## src/rtl/ad_trig_capture.sv

```systemverilog
// ---------------------------------------------------------------------------
// ad_trig_capture
//
// Captures AD samples into an external buffer after a level-crossing trigger.
// The block is armed by a pulse. It then watches consecutive samples for a
// rising or falling crossing of trig_level. The triggering sample is written
// at address 0, and the following cap_len samples go to addresses 1..cap_len.
// The block then sits in DONE until it is re-armed or aborted.
//
// Optional feature (build macro CAP_OTR_CLAMP_EN):
//   defined   : a written sample flagged out-of-range is clamped to
//               all-ones (MSB set) or all-zeros (MSB clear)
//   undefined : raw ad_data is written
//   Triggering always uses raw ad_data. otr_cnt counts in both builds.
//
// Parameters:
//   AW  capture buffer address width (depth 2^AW)
//   DW  AD sample width
//
// Ports:
//   clk         system clock, rising edge
//   rst         synchronous active-high reset
//   smp_en      one-cycle strobe qualifying ad_data / ad_otr
//   ad_data     AD sample
//   ad_otr      out-of-range flag for the current sample
//   arm         pulse, starts a trigger search (from IDLE or DONE only)
//   abort       pulse, cancels any capture (wins over arm)
//   trig_level  unsigned trigger threshold
//   trig_edge   0 = rising crossing, 1 = falling crossing
//   cap_len     samples captured minus one, sampled on the trigger cycle
//   wr_en       buffer write strobe (registered, single-cycle)
//   wr_addr     buffer write address (registered)
//   wr_data     buffer write data (registered)
//   busy        high while searching for the trigger or capturing
//   done        high once the capture is complete
//   otr_cnt     saturating count of out-of-range samples written this capture
// ---------------------------------------------------------------------------
module ad_trig_capture #(
  parameter int unsigned AW = 8,
  parameter int unsigned DW = 8
) (
  input  logic          clk,
  input  logic          rst,
  input  logic          smp_en,
  input  logic [DW-1:0] ad_data,
  input  logic          ad_otr,
  input  logic          arm,
  input  logic          abort,
  input  logic [DW-1:0] trig_level,
  input  logic          trig_edge,
  input  logic [AW-1:0] cap_len,
  output logic          wr_en,
  output logic [AW-1:0] wr_addr,
  output logic [DW-1:0] wr_data,
  output logic          busy,
  output logic          done,
  output logic [7:0]    otr_cnt
);

  typedef enum logic [1:0] {
    StIdle,
    StWaitTrig,
    StCapture,
    StDone
  } state_e;

  state_e        state_q, state_d;
  logic [DW-1:0] prev_q, prev_d;
  logic          prev_vld_q, prev_vld_d;
  logic [AW-1:0] len_q, len_d;
  logic          wr_en_q, wr_en_d;
  logic [AW-1:0] wr_addr_q, wr_addr_d;
  logic [DW-1:0] wr_data_q, wr_data_d;
  logic [7:0]    otr_cnt_q, otr_cnt_d;

  logic          trig_hit;
  logic          do_write;
  logic [AW-1:0] write_addr;
  logic [DW-1:0] write_val;
  logic [AW-1:0] next_addr;

  // A crossing needs a valid previous sample, so the first sample after arm
  // can only seed prev and never fires the trigger.
  always_comb begin
    trig_hit = 1'b0;
    if (prev_vld_q) begin
      if (trig_edge) begin
        trig_hit = (prev_q >= trig_level) && (ad_data < trig_level);
      end else begin
        trig_hit = (prev_q < trig_level) && (ad_data >= trig_level);
      end
    end
  end

  // Value that goes to the buffer; trigger detection above stays on raw data.
  always_comb begin
`ifdef CAP_OTR_CLAMP_EN
    if (ad_otr) begin
      write_val = {DW{ad_data[DW-1]}};
    end else begin
      write_val = ad_data;
    end
`else
    write_val = ad_data;
`endif
  end

  // wr_addr_q keeps the last written address, so the next one is always +1.
  assign next_addr = wr_addr_q + 1'b1;

  always_comb begin
    state_d    = state_q;
    prev_d     = prev_q;
    prev_vld_d = prev_vld_q;
    len_d      = len_q;
    wr_en_d    = 1'b0;
    wr_addr_d  = wr_addr_q;
    wr_data_d  = wr_data_q;
    otr_cnt_d  = otr_cnt_q;
    do_write   = 1'b0;
    write_addr = '0;

    if (abort) begin
      // Abort suppresses any write that would have been accepted this cycle.
      state_d = StIdle;
    end else begin
      unique case (state_q)
        StIdle, StDone: begin
          if (arm) begin
            state_d    = StWaitTrig;
            otr_cnt_d  = 8'd0;
            prev_vld_d = 1'b0;
          end
        end

        StWaitTrig: begin
          if (smp_en) begin
            prev_d     = ad_data;
            prev_vld_d = 1'b1;
            if (trig_hit) begin
              do_write   = 1'b1;
              write_addr = '0;
              // Latch the length so later cap_len changes do not disturb us.
              len_d      = cap_len;
              if (cap_len == '0) begin
                state_d = StDone;
              end else begin
                state_d = StCapture;
              end
            end
          end
        end

        StCapture: begin
          if (smp_en) begin
            do_write   = 1'b1;
            write_addr = next_addr;
            // Stop on the write that lands at len_q; depth 2^AW never wraps.
            if (next_addr == len_q) begin
              state_d = StDone;
            end
          end
        end

        default: begin
          state_d = StIdle;
        end
      endcase
    end

    if (do_write) begin
      wr_en_d   = 1'b1;
      wr_addr_d = write_addr;
      wr_data_d = write_val;
      if (ad_otr && (otr_cnt_q != 8'hFF)) begin
        otr_cnt_d = otr_cnt_q + 8'd1;
      end
    end
  end

  always_ff @(posedge clk) begin
    if (rst) begin
      state_q    <= StIdle;
      prev_q     <= '0;
      prev_vld_q <= 1'b0;
      len_q      <= '0;
      wr_en_q    <= 1'b0;
      wr_addr_q  <= '0;
      wr_data_q  <= '0;
      otr_cnt_q  <= 8'd0;
    end else begin
      state_q    <= state_d;
      prev_q     <= prev_d;
      prev_vld_q <= prev_vld_d;
      len_q      <= len_d;
      wr_en_q    <= wr_en_d;
      wr_addr_q  <= wr_addr_d;
      wr_data_q  <= wr_data_d;
      otr_cnt_q  <= otr_cnt_d;
    end
  end

  assign wr_en   = wr_en_q;
  assign wr_addr = wr_addr_q;
  assign wr_data = wr_data_q;
  assign otr_cnt = otr_cnt_q;
  assign busy    = (state_q == StWaitTrig) || (state_q == StCapture);
  assign done    = (state_q == StDone);

endmodule
```

## config.mk

```make
export PLATFORM = sky130hd
export DESIGN_NAME = ad_trig_capture
export DESIGN_NICKNAME = d
export VERILOG_FILES = /design/src/rtl/ad_trig_capture.sv
export SDC_FILE = /design/constraint.sdc
export NUM_CORES = 1
export LEC_CHECK = 0
export BUFFER_PORTS_ARGS = -buffer_cell sky130_fd_sc_hd__buf_2
export CAP_MARGIN = 0
export CORE_AREA = 2 2 74 76
export DETAILED_ROUTE_END_ITERATION = 10
export DIE_AREA = 0 0 76 78
export GPL_ROUTABILITY_DRIVEN = 0
export GPL_TIMING_DRIVEN = 1
export PLACE_DENSITY = 0.74
export SLEW_MARGIN = 20
export SYNTH_ARGS = -nofsm -noshare
export SYNTH_HDL_FRONTEND = slang
export SYNTH_SLANG_ARGS = --single-unit
```

## constraint.sdc

```tcl
create_clock -name clk -period 8.2 [get_ports clk]
set_input_delay 1.64 -clock clk [delete_from_list [all_inputs] [get_ports clk]]
set_output_delay 1.64 -clock clk [all_outputs]
set_load 0.005 [all_outputs]
```

==> run metrics, run 1 <==
post-cts sizing count 0; Remaining DRCs 0; Core Area 5040 sq um; Syn Nets 334; Hold/Removal Path Class reg -> reg; Critical R2R Capture wr_data[6]$_SDFFE_PP0P_; Final Hold Viols 0; Max-cap violations 0; root buffer cell clkbuf_8; antenna cells 0; most frequent cells in the layout buf_2 (57), dfxtp_1 (44), nor2_1 (31); Initial Utilization 49.9%; total power 412 uW; Max IR drop VDD 0.0000861 V; Crit Path Max Fanout 18; Synth async-reset ratio 0%; Reg power frac 52.8%; cell depth of the worst flop-to-flop path 9; minimum clock period 4.38 ns; mean area per synthesized cell 8.91 sq um; worst-margin pin slew 0.852 ns; largest net degree at the start of global routing 44; RSZ-0062 raised after global routing no; Syn Std Cell Area 2510 sq um; Global Route Usage Sum 20.1%; Nets 388; final core utilization 57.7%; fill count 470; Clock power frac 34.0%; max_slew headroom 43.2%; synthesized flop and latch total 44; die height 78 um; Tcrit/Tclk final 53.4%; Worst Skew 0.00654 ns; post-synthesis cell count 282; commonest non-fill, non-tap cell in the layout buf_2; Switching Share 26.3%; TritonCTS clock tree built; CP Capture Type flop; PortBufs 57; post-route antenna net violation count 0; I/O pins 58; routed wire length 5.77 mm; initial antenna violation count 0; share of cells above drive strength 1 23.4%; Area Overhead vs Synth 15.7%; vias in the first global route 2106; reg-to-reg setup timing slack 4.98 ns; Gate power share 13.2%; Post-synth EDFFs 0; Hold Startpoint prev_q[6]$_SDFFE_PP0P_; Setup crit end wr_data[6]$_SDFFE_PP0P_; Final Max Slew Viols 0; Synth cell types 49; pwr dens 142 nW/um^2; P_sw 108 uW; Post-CTS Setup Bufs 0; dominant cells by area after synthesis dfxtp_1 (35%), ha_1 (10%), mux2i_1 (6.8%), nor2_1 (4.6%), a21oi_1 (4.6%); Synth area leader dfxtp_1; Synth Flop Type dfxtp_1; startpoint types input pin; # hold bufs at CTS 0; outcome finished, final reports clean; DR vias/cell 5.54; WL per Instance 14.2 um; overall die area 5930 sq um; total CTS buffers 5; # rows 26; CTS max path bufs 2; clock slew at reported path FFs 0.07 ns; Setup TNS 0 ns; first-pass GRT wire length 9.77 mm; dpl hpwl 4.23 mm; CP startpoint trig_level[7]; post-synthesis sequential area ratio 35.0%; leak pwr 1.43 nW; Die Wd 76 um; internal power 304 uW; FMAX 228 MHz; r2r startpoint prev_q[7]$_SDFFE_PP0P_; global-route congestion overflow total 0; DR pass1 iterations 4; DRT iter0 DRCs 106; CP Class in -> reg; total number of vias 2256; arrival time worst endpoint 4.53 ns; H-tree lvl count 2; yosys warns 0; Worst-Skew Late Latency 0.30 ns; fraction of synthesized cell area taken by the top area cell type 35.0%; Req. time, crit path 8.35 ns; clock sink count 44; final setup fails 0
==> critical path, stage by stage <==
cell       delay [ns]
buf_2            0.07
inv_1            0.04
ha_1             0.33
a41o_1           0.25
a21oi_2          0.12
o211ai_1         0.10
and4b_1          0.24
o2111ai_2        0.69
a21o_1           0.72
mux2i_1          0.27
nor2_1           0.05
==> synthesized netlist by cell type, types with 2 or more instances <==
| master | n |
|---|---|
| nor4_1 | 4 |
| and3_1 | 6 |
| a31o_1 | 2 |
| nand4_1 | 6 |
| a221o_1 | 2 |
| nand3_1 | 18 |
| a21oi_2 | 2 |
| inv_1 | 14 |
| a21oi_1 | 23 |
| nor4b_1 | 2 |
| nand4b_1 | 2 |
| ha_1 | 21 |
| nor2b_1 | 5 |
| nor3_1 | 2 |
| nor3b_1 | 2 |
| xor2_1 | 7 |
| mux2i_1 | 17 |
| clkbuf_1 | 5 |
| nand2_1 | 17 |
| or3b_2 | 2 |
| a211oi_2 | 2 |
| dfxtp_1 | 44 |
| buf_6 | 2 |
| or3_1 | 3 |
| nor2_1 | 31 |
| o211ai_1 | 3 |
| o21ai_0 | 7 |
| a21o_1 | 3 |
| xnor2_1 | 8 |
==> metal layers <==
metal / wire (um) / part of all wire, % / global-route usage, % / vias to the layer above
met5: 0 / 0 / 0 / -
met4: 55 / 0.95 / 5.27 / 0
met3: 264 / 4.6 / 4.53 / 5
met2: 2810 / 49 / 35.1 / 55
met1: 2640 / 46 / 25.3 / 1075
li1: - / - / - / 1121
==> final cells by class <==
type | instances | area [sq um] | share of cell area, %
inverter | 14 | 52.6 | 1.81
sequential | 44 | 881 | 30.3
tap | 70 | 87.6 | 3.01
multi-input combinational | 214 | 1510 | 51.9
timing repair buffer | 57 | 285 | 9.81
clock inverter | 2 | 10.0 | 0.344
clock buffer | 6 | 82.6 | 2.84
==> per-stage QoR <==
| step | std cells | hold WS (ns) | area (sq um) | worst slack (ns) |
|---|---|---|---|---|
| global route | 407 | 0.482 | 2910 | 3.62 |
| finish | 407 | 0.463 | 2910 | 3.82 |
| detailed placement | 399 | 0.456 | 2820 | 3.49 |
| CTS | 407 | 0.467 | 2910 | 3.82 |
| global placement | 399 | 0.445 | 2820 | 3.61 |
| floorplan | 282 | 0.436 | 2510 | 4.43 |
==> power groups by stage <==
stage               registers (mW)  clock network, mW  logic (mW)
global route                 0.218              0.153      0.0612
detailed placement           0.223                  0      0.0534
CTS                          0.218              0.143      0.0537
finish                       0.218              0.140      0.0545
global placement             0.223                  0      0.0526
floorplan                    0.222                  0      0.0341
==> sequential cells by signal, summed over array words and instances (netlist names) <==
signal,flops
len_q,8
otr_cnt,8
prev_q,8
prev_vld_q,1
state_q,2
wr_addr,8
wr_data,8
wr_en,1
==> worst min path at each step <==
stage / endpoint / slack (ns) / cells past startpoint
2_1_floorplan: prev_q[0]$_SDFFE_PP0P_ / 0.44 / 2
3_3_place_gp: prev_q[0]$_SDFFE_PP0P_ / 0.45 / 2
3_5_place_dp: prev_q[6]$_SDFFE_PP0P_ / 0.46 / 2
4_1_cts: prev_q[6]$_SDFFE_PP0P_ / 0.47 / 2
5_1_grt: prev_q[1]$_SDFFE_PP0P_ / 0.48 / 2
6_report: prev_q[6]$_SDFFE_PP0P_ / 0.46 / 2
==> cell families after synthesis <==
kind of cell    Yosys count  share of synthesized area, %
compound gates           53                          14.8
flops                    44                          35.0
xor+xnor                 15                          5.23
buf+inv                  24                          4.88
mux                      18                          7.22
fa+ha+maj                21                          10.5
simple gates            107                          22.4
Note: power is estimated with default switching activity, not from simulation.
==> run 2: changes to the inputs <==
ABC_AREA = 1   (was default)
CORE_AREA = 2 2 79 81   (was 2 2 74 76)
DIE_AREA = 0 0 81 83   (was 0 0 76 78)
clock period = 3.8 ns   (was 8.2 ns; I/O delays follow)
==> run 2 against run 1 <==
Effect of this change: first-iteration DRC count is 64% higher; sequential power is 120% higher; sequential share of layout area is 2.9 points lower; synthesized cell count is 50% higher; final area is 11% higher; worst setup slack worse by 2.6 ns; synthesized area is 12% higher; register-to-register slack worse by 3.5 ns; combinational power is 100% higher; critical path depth is 3 higher; largest power group unchanged.
==> run metrics, run 2 <==
outcome finished, final reports clean; Syn Std Cell Area 2810 sq um (+12%); most frequent cell after synthesis nand2_1; Critical R2R Capture wr_addr[4]$_SDFFE_PP0P_; FMAX 385 MHz; CTS max path bufs 2 (unchanged); RSZ-0062 raised after global routing no; overall die area 6720 sq um (+13%); arrival time worst endpoint 2.83 ns (-1.70 ns); Worst Skew 0.00741 ns (+0.000873 ns); commonest non-fill, non-tap cell in the layout nand2_1; worst-margin pin slew 0.639 ns (-0.213 ns); dominant cells by area after synthesis dfxtp_1 (31%), nand2_1 (14%), ha_1 (9.3%), nor2_1 (8.4%), nand3_1 (7.1%); total power 864 uW (+110%); minimum clock period 2.60 ns; Hold Startpoint wr_data[6]$_SDFFE_PP0P_; clock sink count 44 (unchanged); fraction of synthesized cell area taken by the top area cell type 31.3% (-3.7 points); Remaining DRCs 0 (unchanged); dpl hpwl 5.08 mm (+20%); PortBufs 57 (unchanged); Area Overhead vs Synth 14.3%; yosys warns 0 (unchanged); total number of vias 2795 (+24%); Worst Slack Setup Final 1.20 ns (-2.62 ns); DR vias/cell 5.05 (-8.8%); Commonest cells post-synth nand2_1 (102), nor2_1 (63), inv_1 (50), dfxtp_1 (44), nand3_1 (40); final setup fails 0 (unchanged); CP Capture Type flop; reg-to-reg setup timing slack 1.49 ns (-3.49 ns); Initial Utilization 48.4% (-1.5 points); Hold/Removal Path Class reg -> reg; Req. time, crit path 4.04 ns (-4.31 ns); Hold Crit Depth 2 (unchanged); post-synthesis cell count 424 (+50%); leak pwr 1.55 nW (+8.1%); Nets 530 (+37%); Core Area 5820 sq um (+15%); TritonCTS clock tree built; Synth Flop Type dfxtp_1; share of cells above drive strength 1 16.3% (-7.1 points); Synth area leader dfxtp_1; global-route congestion overflow total 0 (unchanged); I/O pins 58 (unchanged); pwr dens 269 nW/um^2 (+90%); routed wire length 6.58 mm (+14%); Worst-Skew Late Latency 0.30 ns (about the same); Global Route Usage Sum 20.2% (about the same); total CTS buffers 5 (unchanged); Synth cell types 36 (-27%); Place WS 0.906 ns (-2.58 ns); WL per Instance 11.9 um (-16%); # rows 28 (+7.7%); startpoint types input pin; die height 83 um (+6.4%); largest net degree at the start of global routing 28 (-36%); Post-synth EDFFs 0 (unchanged); H-tree lvl count 2 (unchanged); most frequent cells in the layout nand2_1 (102), nor2_1 (63), buf_2 (57); Die Wd 81 um (+6.6%); Crit Path Max Fanout 27 (+9); initial antenna violation count 0 (unchanged); fill count 612 (+30%); post-synthesis sequential area ratio 31.3% (-3.7 points); Syn Nets 476 (+43%); first-pass GRT wire length 11.1 mm (+13%); mean area per synthesized cell 6.63 sq um (-26%); vias in the first global route 2611 (+24%); antenna cells 0 (unchanged); Tcrit/Tclk final 68.3%; Setup TNS 0 ns (unchanged); Max IR drop VDD 0.000179 V (+110%); Final Hold Viols 0 (unchanged); max_slew headroom 57.3% (+14 points); final core utilization 55.3% (-2.4 points); r2r startpoint prev_q[7]$_SDFFE_PP0P_; root buffer cell clkbuf_8; Synth async-reset ratio 0% (unchanged); clock slew at reported path FFs 0.08 ns (about the same); Max-cap violations 0 (unchanged); DR pass1 iterations 4 (unchanged); DRT iter0 DRCs 174 (+64%); CP Class in -> reg; worst hold endpoint wr_data[6]$_SDFFE_PP0P_; post-cts sizing count 0 (unchanged); cell depth of the worst flop-to-flop path 12 (+3); Final Max Slew Viols 0 (unchanged); # hold bufs at CTS 0 (unchanged); post-route antenna net violation count 0 (unchanged); synthesized flop and latch total 44 (unchanged); Post-CTS Setup Bufs 0 (unchanged)
==> run 2: cell types whose count changed in the layout (fill, tap and decap cells not counted), moves of 6 or more <==
cell,delta
a21oi_1,+7
and3_1,-6
inv_1,+36
mux2i_1,-17
nand2_1,+85
nand3_1,+22
nor2_1,+32
o21ai_0,+11
==> run 2: cells by family (layout without fill, tap and decap cells) <==
| family | after synthesis | count (layout) | synth area share [%] |
|---|---|---|---|
| flip-flops | 44 | 44 | 31.3 |
| adder cells (fa/ha/maj) | 21 | 21 | 9.34 |
| AND/OR/NAND/NOR | 231 | 231 | 36.3 |
| buffers and inverters | 64 | 118 | 9.39 |
| AO/OA/AOI/OAI | 58 | 58 | 11.3 |
| XOR/XNOR | 6 | 6 | 2.36 |
==> run 2: final cells by class <==
class	count	area (sq um)	area share, %
Clock buffer	5	68.8	2.14
Clock inverter	2	12.5	0.389
Inverter	53	199	6.19
Multi-Input combinational cell	316	1670	51.9
Sequential cell	44	881	27.4
Tap cell	75	93.8	2.92
Timing Repair Buffer	58	293	9.11
==> run 2: worst max-delay path by stage <==
stage               slack (ns)           from  depth (start not counted)                 endpoint
floorplan                 1.51  trig_level[7]                         13    len_q[2]$_SDFFE_PP0P_
global placement          0.98  trig_level[7]                         13  wr_data[6]$_SDFFE_PP0P_
detailed placement        0.91  trig_level[7]                         14  wr_addr[4]$_SDFFE_PP0P_
CTS                       1.20  trig_level[7]                         14  wr_addr[4]$_SDFFE_PP0P_
global route              0.95  trig_level[7]                         14  wr_addr[6]$_SDFFE_PP0P_
finish                    1.20  trig_level[7]                         14  wr_addr[4]$_SDFFE_PP0P_
==> run 2: report_power, final <==
part	internal, mW	switching [mW]	total (mW)
Combinational	0.0410	0.0705	0.111
Sequential	0.466	0.00341	0.469
Clock	0.125	0.159	0.284
==> run 2: critical path: stages <==
cell	delay, ns
buf_2	0.08
inv_1	0.05
ha_1	0.32
a21o_1	0.20
nor2_1	0.13
and2_1	0.14
nand2_1	0.06
nand2_1	0.08
nand4_2	0.10
nand2_4	0.25
nand2_2	0.33
nor2_8	0.20
nand2_1	0.07
nand2_1	0.06
==> run 2: stage by stage <==
step / hold WS, ns / std cells / cell area, sq um
global placement: 0.450 / 546 / 3130
global route: 0.486 / 553 / 3220
detailed placement: 0.453 / 546 / 3130
CTS: 0.466 / 553 / 3220
finish: 0.464 / 553 / 3220
floorplan: 0.444 / 424 / 2810
==> run 2: layer usage <==
| layer | part of all wire [%] | up-vias | GRT usage, % |
|---|---|---|---|
| li1 | - | 1474 | - |
| met1 | 47 | 1249 | 26.1 |
| met2 | 47 | 65 | 34.2 |
| met3 | 4.2 | 7 | 2.83 |
| met4 | 1.3 | 0 | 6.16 |
| met5 | 0 | - | 0 |
==> run 3: changes to the inputs <==
clock period = 2.2 ns   (was 3.8 ns; I/O delays follow)
==> run 3 against run 2 <==
Effect of this change: routed wire length is 2.8% higher; flip-flop and latch count stayed put; count of clock-buffer cells in the layout increased by 1; register-to-register slack got worse by 1.2 ns; via count grew 2.2%.
==> run metrics, run 3 (same netlist as run 2, synthesis figures left out) <==
outcome finished, final reports clean; Global Route Usage Sum 21.2% (+1.1 points); Crit Path Max Fanout 26 (-3.7%); final setup fails 0 (unchanged); leak pwr 1.61 nW (+3.9%); clock sink count 44 (unchanged); vias in the first global route 2621 (+0.38%); CTS max path bufs 2 (unchanged); die height 83 um (unchanged); Area Overhead vs Synth 18.0%; Die Wd 81 um (unchanged); final instance area 3320 sq um (+3.2%); global-route congestion overflow total 0 (unchanged); FMAX 522 MHz; startpoint types flop; Initial Utilization 48.4% (unchanged); root buffer cell clkbuf_8; share of cells above drive strength 1 17.5% (+1.2 points); routed wire length 6.76 mm (+2.8%); post-route antenna net violation count 0 (unchanged); worst-margin pin slew 0.643 ns (+0.00376 ns); Max-cap violations 0 (unchanged); Final Hold Viols 0 (unchanged); most frequent cells in the layout nand2_1 (102), nor2_1 (63), buf_2 (57); Core Area 5820 sq um (unchanged); TritonCTS clock tree built; Req. time, crit path 2.44 ns (-1.60 ns); H-tree lvl count 2 (unchanged); post-cts sizing count 0 (unchanged); first-pass GRT wire length 11.6 mm (+4.4%); Max IR drop VDD 0.000251 V (+40%); arrival time worst endpoint 2.15 ns (-0.68 ns); Setup crit end wr_data[5]$_SDFFE_PP0P_; DR vias/cell 5.09 (+0.76%); cell depth of the worst flop-to-flop path 12 (unchanged); Final Non-Filler Cells 561 (+1.4%); CP Capture Type flop; total number of vias 2857 (+2.2%); Remaining DRCs 0 (unchanged); pwr dens 489 nW/um^2 (+82%); reg-to-reg setup timing slack 0.29 ns (-1.20 ns); commonest non-fill, non-tap cell in the layout nand2_1; initial antenna violation count 0 (unchanged); placed insts 553 (+1.3%); hold_ws 0.389 ns (-0.0754 ns); Hold/Removal Path Class in -> reg; antenna cells 0 (unchanged); Place WS 0.0376 ns (-0.868 ns); Nets 537 (+1.3%); Tcrit/Tclk final 87.0%; dpl hpwl 5.21 mm (+2.5%); Worst-Skew Late Latency 0.30 ns (about the same); DR pass1 iterations 5 (+1); Setup TNS 0 ns (unchanged); Worst Skew 0.00887 ns (+0.00146 ns); RSZ-0062 raised after global routing no; r2r startpoint prev_q[7]$_SDFFE_PP0P_; I/O pins 58 (unchanged); Worst Slack Setup Final 0.285 ns (-0.919 ns); largest net degree at the start of global routing 27 (-3.6%); # hold bufs at CTS 0 (unchanged); Placement Cell Area 3210 sq um (+2.5%); PortBufs 57 (unchanged); Critical R2R Capture wr_data[5]$_SDFFE_PP0P_; max_slew headroom 57.1% (-0.25 points); clock slew at reported path FFs 0.09 ns (about the same); CP startpoint prev_q[7]$_SDFFE_PP0P_; # rows 28 (unchanged); total power 1.62 mW (+88%); total CTS buffers 5 (unchanged); overall die area 6720 sq um (unchanged); Post-CTS Setup Bufs 0 (unchanged); Final Max Slew Viols 0 (unchanged); minimum clock period 1.91 ns; CP Class reg -> reg; final core utilization 57.1% (+1.8 points); DRT iter0 DRCs 167 (-4.0%); WL per Instance 12.1 um (+1.3%)
run 3: cell count changes in the layout (fill, tap and decap cells not counted), sizes merged:
| cell | previous run | this run |
|---|---|---|
| clkbuf | 5 | 6 |
| buf | 58 | 65 |
| bufinv | 0 | 1 |
| clkinvlp | 1 | 0 |
run 3: power by group:
part	internal (mW)	leakage (nW)	switching [mW]
registers	0.805	0.355	0.00613
logic	0.0756	1.20	0.123
clock network	0.337	0.0552	0.275
total	1.22	1.61	0.404
run 3: how the worst min path moves through the flow:
stage,from,endpoint,slack [ns],cells past startpoint
4_1_cts,cap_len[0],len_q[0]$_SDFFE_PP0P_,0.38,3
3_3_place_gp,wr_data[7]$_SDFFE_PP0P_,wr_data[7]$_SDFFE_PP0P_,0.45,2
5_1_grt,cap_len[0],len_q[0]$_SDFFE_PP0P_,0.39,3
6_report,cap_len[0],len_q[0]$_SDFFE_PP0P_,0.39,3
3_5_place_dp,wr_data[7]$_SDFFE_PP0P_,wr_data[7]$_SDFFE_PP0P_,0.45,2
2_1_floorplan,len_q[4]$_SDFFE_PP0P_,len_q[4]$_SDFFE_PP0P_,0.44,2
run 3: layout make-up:
type / count / area [sq um]
Clock inverter: 2 / 35.0
Sequential cell: 44 / 881
Inverter: 53 / 199
Tap cell: 75 / 93.8
Multi-Input combinational cell: 316 / 1670
Clock buffer: 6 / 72.6
Fill cell: 603 / 2500
Timing Repair Buffer: 65 / 370
run 3: worst max-delay path: stages, from the launching register on:
cell and delay, ns:
dfxtp_1 0.33, ha_1 0.29, nand2_1 0.07, nor2_1 0.16, nand4_1 0.12, nand3_1 0.11, nand2_1 0.05, nand2_1 0.08
nand4_2 0.12, nand2_4 0.10, buf_12 0.16, nand3_1 0.11, a21oi_1 0.14
run 3: routing by layer:
metal | global-route usage (%) | vias to the layer above | wire (um)
met5 | 0 | - | 0
met2 | 34.7 | 75 | 3180
met3 | 3.15 | 11 | 337
li1 | - | 1484 | -
met4 | 7.86 | 0 | 108
met1 | 28.0 | 1287 | 3140
